--- config.mk ---
export PLATFORM = sky130hd
export DESIGN_NAME = mat_cache_diag_seq
export DESIGN_NICKNAME = d
export VERILOG_FILES = /design/src/rtl/mat_cache_diag_seq.sv
export SDC_FILE = /design/constraint.sdc
export NUM_CORES = 1
export LEC_CHECK = 0
export ABC_AREA = 0
export BUFFER_PORTS_ARGS = -buffer_cell sky130_fd_sc_hd__buf_2
export CORE_AREA = 5 5 209 211
export DETAILED_ROUTE_END_ITERATION = 8
export DIE_AREA = 0 0 214 216
export HOLD_SLACK_MARGIN = 0.15
export PLACE_DENSITY = 0.38
export SLEW_MARGIN = 20
export SYNTH_ARGS = -nofsm -noshare
export SYNTH_HDL_FRONTEND = slang
export SYNTH_SLANG_ARGS = --single-unit
--- constraint.sdc ---
create_clock -name i_clk -period 2.7 [get_ports i_clk]
set_input_delay 0.54 -clock i_clk [delete_from_list [all_inputs] [get_ports i_clk]]
set_output_delay 0.54 -clock i_clk [all_outputs]
set_load 0.02 [all_outputs]
--- src/rtl/mat_cache_diag_seq.sv ---
// mat_cache_diag_seq: owns the MatCache op/address/param ports and runs
// load-rows-then-drain-diagonals for one cache slot per command.
// Data words are IEEE-754 single-precision bit patterns carried opaquely
// (the sequencer only routes them, it never does arithmetic on them).

package mat_cache_pkg;
  typedef enum logic [1:0] {
    MAT_CACHE_READ_NONE = 2'd0,
    MAT_CACHE_READ_ROW  = 2'd1,
    MAT_CACHE_READ_COL  = 2'd2,
    MAT_CACHE_READ_DIAG = 2'd3
  } MatCacheReadOp_t;

  typedef enum logic [1:0] {
    MAT_CACHE_WRITE_NONE = 2'd0,
    MAT_CACHE_WRITE_ROW  = 2'd1,
    MAT_CACHE_WRITE_COL  = 2'd2
  } MatCacheWriteOp_t;
endpackage

// state   | meaning
// S_IDLE  | waiting for a command; only state with cmd_ready high
// S_LOAD  | accepting WIDTH rows, one MAT_CACHE_WRITE_ROW per handshake
// S_DRAIN | presenting WIDTH diagonals via MAT_CACHE_READ_DIAG
module mat_cache_diag_seq
  import mat_cache_pkg::*;
#(
  parameter int WIDTH      = 4,
  parameter int CACHE_SIZE = 4,
  localparam int AW = (CACHE_SIZE > 1) ? $clog2(CACHE_SIZE) : 1,
  localparam int PW = (WIDTH > 1) ? $clog2(WIDTH) : 1
) (
  input  logic                        i_clk,
  input  logic                        i_rst,
  input  logic                        i_cmd_valid,
  output logic                        o_cmd_ready,
  input  logic [AW-1:0]               i_cmd_addr,
  input  logic                        i_cmd_skip_load,
  input  logic                        i_in_valid,
  output logic                        o_in_ready,
  input  logic [WIDTH-1:0][31:0]      i_in_data,
  output logic                        o_out_valid,
  input  logic                        i_out_ready,
  output logic [WIDTH-1:0][31:0]      o_out_data,
  output logic                        o_out_last,
  output logic                        o_busy,
  output MatCacheReadOp_t             o_cache_read_op,
  output MatCacheWriteOp_t            o_cache_write_op,
  output logic [AW-1:0]               o_cache_read_addr1,
  output logic [AW-1:0]               o_cache_read_addr2,
  output logic [AW-1:0]               o_cache_write_addr1,
  output logic [AW-1:0]               o_cache_write_addr2,
  output logic [PW-1:0]               o_cache_read_param,
  output logic [PW-1:0]               o_cache_write_param,
  output logic [WIDTH-1:0][31:0]      o_cache_data_in,
  input  logic [WIDTH-1:0][31:0]      i_cache_data_out
);

  typedef enum logic [1:0] {
    S_IDLE  = 2'd0,
    S_LOAD  = 2'd1,
    S_DRAIN = 2'd2
  } state_t;

  state_t        r_state;
  state_t        w_state_nxt;
  logic [AW-1:0] r_slot;
  logic [PW-1:0] r_cnt;
  logic          w_cnt_last;
  logic [PW-1:0] w_cnt_inc;

  // Row/diagonal index wraps to 0 after WIDTH-1, so the last beat of LOAD
  // leaves cnt ready for diagonal 0 without a separate clear.
  assign w_cnt_last = (r_cnt == PW'(WIDTH - 1));
  assign w_cnt_inc  = w_cnt_last ? '0 : r_cnt + PW'(1);

  // Write data is a straight pass-through; the op qualifies it.
  assign o_cache_data_in = i_in_data;

  // State, captured slot and beat counter.
  always_ff @(posedge i_clk or posedge i_rst) begin
    if (i_rst) begin
      r_state <= S_IDLE;
      r_slot  <= '0;
      r_cnt   <= '0;
    end else begin
      r_state <= w_state_nxt;
      case (r_state)
        S_IDLE: begin
          if (i_cmd_valid) begin
            r_slot <= i_cmd_addr;
            r_cnt  <= '0;
          end
        end
        S_LOAD: begin
          if (i_in_valid) r_cnt <= w_cnt_inc;
        end
        S_DRAIN: begin
          if (i_out_ready) r_cnt <= w_cnt_inc;
        end
        default: ;
      endcase
    end
  end

  // Next state and all outputs; ops are decoded from the current state so an
  // async reset drops a pending row write in the same instant.
  always_comb begin
    w_state_nxt         = r_state;
    o_cmd_ready         = 1'b0;
    o_in_ready          = 1'b0;
    o_out_valid         = 1'b0;
    o_out_data          = '0;
    o_out_last          = 1'b0;
    o_busy              = 1'b1;
    o_cache_read_op     = MAT_CACHE_READ_NONE;
    o_cache_write_op    = MAT_CACHE_WRITE_NONE;
    o_cache_read_addr1  = '0;
    o_cache_read_addr2  = '0;
    o_cache_write_addr1 = '0;
    o_cache_write_addr2 = '0;
    o_cache_read_param  = '0;
    o_cache_write_param = '0;
    case (r_state)
      S_IDLE: begin
        o_cmd_ready = 1'b1;
        o_busy      = 1'b0;
        if (i_cmd_valid) begin
          w_state_nxt = i_cmd_skip_load ? S_DRAIN : S_LOAD;
        end
      end
      S_LOAD: begin
        o_in_ready = 1'b1;
        if (i_in_valid) begin
          o_cache_write_op    = MAT_CACHE_WRITE_ROW;
          o_cache_write_addr1 = r_slot;
          o_cache_write_param = r_cnt;
          if (w_cnt_last) w_state_nxt = S_DRAIN;
        end
      end
      S_DRAIN: begin
        o_cache_read_op    = MAT_CACHE_READ_DIAG;
        o_cache_read_addr1 = r_slot;
        o_cache_read_addr2 = r_slot;
        o_cache_read_param = r_cnt;
        o_out_valid        = 1'b1;
        o_out_data         = i_cache_data_out;
        o_out_last         = w_cnt_last;
        if (i_out_ready && w_cnt_last) w_state_nxt = S_IDLE;
      end
      default: begin
        w_state_nxt = S_IDLE;
      end
    endcase
  end

endmodule

* Word-level counts from Yosys, hierarchy flattened
Cells that the tools add are included. W data, S select, Z words.
Operators by class: reductions and logical operators 6, $add $sub $neg 1, multiplexer cells 26, equal/unequal tests 8
Operators by type and width (count):
- $mux W128 | 1
- $mux W2 | 16
- $pmux W2 S3 | 2
- $ne A2 B2 Y1 const B | 5
- $reduce_and A4 Y1 | 2
- $mux W1 | 7
- $eq A2 B2 Y1 const B | 2
- $reduce_bool A3 Y1 | 1
- $add A2 B1 Y2 const B | 1
- $eq A2 B1 Y1 const B | 1
- $logic_not A2 Y1 | 1
- $reduce_and A2 Y1 | 1
- $logic_and A1 B1 Y1 | 1
Word-level totals: register bits after elaboration 6, input bits 264, logic and storage cells 44, output and inout bits 277

* Logic depth before layout (Yosys ltp)
depth after elaboration 4, gate-level depth with buffers 5

* Least setup slack after synthesis
OpenSTA, ideal clock, no wires.
path type register to output, start point register r_state[0], end point output port o_cache_read_addr2[0], cell stages (with the launch flop) 6, data required time 2.160 ns, arrival 1.452 ns, setup slack 0.708 ns, cell sequence dfrtp_1 inv_1 ha_1 clkbuf_1 and2_1 buf_4
Between the ends: longest elaborated chain between the ends 2
Ends and longest elaborated chain:
- from (decl) | line 65 | state_t r_state;
- from (signal assigned) | line 87 | r_state <= w_state_nxt;
- $eq A2 B2 Y1
- $mux W2
- to (decl) | line 50 | output logic [AW-1:0] o_cache_read_addr2,
No other way between the ends.

==> results.yml <==
run_status:
  status: "complete, no violations"
flow_run:
  maxCapViolCount: 0
pwr:
  power_density_nw_per_um2: 653
  ir_drop_v: 0.000255
  total_power_mw: 2.32
  p_leak_nw: 2.02
sta:
  tns_ns: 0
  finClkSkew_ns: 0.00136
  max_freq_mhz: 405
  setup_viol: 0
  rsz0062_at_grt: "no"
  post-route-period-util_pct: 91.4
  finalHoldViolations: 0
  slew_violations: 0
  period_needed_ns: 2.47
worst_setup_path:
  worst-path-buf-inv: 3
  cp-start-kind: "flop"
  cp_max_fo: 39
  crit_chain: "inv_1 > ha_4 > buf_4 > and2_1 > buf_2"
  crit_slowest_cell: "dfrtp_1"
  crit_path_end_kind: "primary output"
  required_ns: 2.16
  crit_family: "buffers and inverters"
  cp.arrival_ns: 1.93
  crit_type: "reg2out"
  max_stage_delay_ns: 0.42
grt:
  grt_util_all_layers_pct: 4.43
  grt_max_degree: 61
  antenna_found_initial: 2
  grt_overflow: 0
  grt_pass1_vias: 2600
  grt_pass1_wl_um: 16000
floorplanning:
  io_pins: 541
  dieWidth_um: 214
  die_area_um2: 46200
  initial_utilization_pct: 5.83
  core_um2: 41600
  die_h_um: 216
  floorplan.rows: 75
clock_tree:
  cts_max_level: 1
  cts_tree: "yes"
  root_buffer: "clkbuf_16"
  cts_resized: 0
  cts_hold_buf: 0
  cts_sinks: 6
  numCtsBuffers: 3
  clockBufferDepth: 2
  clkTransAtPathRegs_ns: 0.04
  clock_latency_ns: 0.23
  post_cts_buffers: 0
route:
  drt_iter0_drc: 64
  drc: 0
  viasPerCell: 2.45
  drtPass1Iterations: 4
  routed_wirelength_um: 11500
  wl_per_cell_um: 11.4
  vias: 2469
  ant_nets: 0
synth:
  synth.distinct_cells: 24
  ys_dominant_reg_cell: "dfrtp_1"
  synth_seq_cells: 6
  yosys_warnings: 0
  yosysTopAreaCell: "buf_4"
  synthCells: 328
  async_flop_share_pct: 100
  synthTopCellsByArea: "buf_4 42%, and2_1 35%, dfrtp_1 6.2%"
  synth_top_area_share_pct: 41.8
  synth_area_um2: 2420
  ys_seq_area_share_pct: 6.19
  synth_edf_count: 0
  synth_area_per_cell_um2: 7.39
placement:
  dp_hpwl_um: 10200
  io_buffers: 281
  placed_area_um2: 3480
  place_inst: 1003
  place.gp.congestion: 0.694
final_layout:
  drive_gt1_share_pct: 63.8
  post-route-util_pct: 8.54
  nets: 742
  stdcell_count: 1006
  syn_to_final_growth_pct: 46.4
  num-fill-cells: 4873
  fin_area_um2: 3550
  num_antenna_cells: 0
min_path:
  hp-class: "in2async"
## worst paths after layout
path,startpoint,slack (ns),to,cells past startpoint
setup / recovery,r_state[0],0.23,o_out_data[46],5
hold / removal,i_rst,0.24,r_cnt[0],2
setup reg to reg,r_state[0],0.86,r_cnt[0],4
hold reg to reg,r_slot[0],0.53,r_slot[0],1
max in group asynchronous,i_rst,2.24,r_cnt[1],2
min in group i_clk,r_slot[0],0.53,r_slot[0],1
## layer usage
metal / up-vias / track usage (%) / routed length (um)
li1: 1134 / - / -
met1: 1052 / 4.39 / 3880
met2: 235 / 7.05 / 5330
met3: 42 / 3.24 / 1800
met4: 6 / 1.85 / 377
met5: - / 0.729 / 84
## registers in the layout, indices dropped and copies added (netlist names)
register and cells:
r_cnt 2, r_state 2, r_slot 2
## stage by stage
step / setup slack, ns / hold slack (ns)
detailed placement: 0.428 / 0.509
finish: 0.232 / 0.242
global placement: 0.499 / 0.513
floorplan: 0.708 / 0.331
CTS: 0.179 / 0.263
global route: 0.0396 / 0.284
## layout make-up
type | count | area, um^2 | area share, %
Tap cell | 539 | 674 | 19.0
Clock buffer | 3 | 75.1 | 2.11
Multi-Input combinational cell | 169 | 1190 | 33.7
Inverter | 6 | 22.5 | 0.634
Timing Repair Buffer | 283 | 1430 | 40.4
Sequential cell | 6 | 150 | 4.23
## layout by cell type (no fill, tap or decap)
| cell | count |
|---|---|
| a32o_1 | 2 |
| buf_12 | 1 |
| a2111o_1 | 1 |
| a211oi_1 | 1 |
| mux2i_1 | 1 |
| clkbuf_16 | 3 |
| mux2_4 | 1 |
| buf_2 | 281 |
| and3_2 | 3 |
| conb_1 | 3 |
| ha_4 | 1 |
| ha_1 | 8 |
| nor2b_2 | 1 |
| and2_1 | 134 |
| a21o_1 | 1 |
| buf_4 | 1 |
| and3_1 | 1 |
| inv_1 | 6 |
| nor2_1 | 1 |
| nor2b_4 | 2 |
| nand2_1 | 3 |
| mux2_2 | 3 |
| a2111oi_4 | 1 |
| dfrtp_1 | 6 |
| nor3b_1 | 1 |
## where the power goes
part,internal [mW],switching [mW],leakage (nW)
Sequential,0.126,0.0456,0.0761
Combinational,0.732,1.17,1.90
Clock,0.191,0.0551,0.0370
## cell families after synthesis
kind of cell / count (synthesis) / share of synthesized area, %
AND/OR/NAND/NOR: 146 / 38.2
AO/OA/AOI/OAI: 6 / 3.04
multiplexers: 5 / 2.42
buffers and inverters: 155 / 45.4
adder cells (fa/ha/maj): 9 / 4.64
flip-flops: 6 / 6.19
other: 1 / 0.155
## Yosys cell counts (2+ instances only)
cell and count:
dfrtp_1 6, clkbuf_1 5, and2_1 134, mux2_2 3, nor2b_4 2, nand2_1 3, and3_2 3, buf_4 135
a32o_1 2, clkbuf_2 8, inv_1 6, ha_1 9
Note: power is estimated with default switching activity, not from simulation.
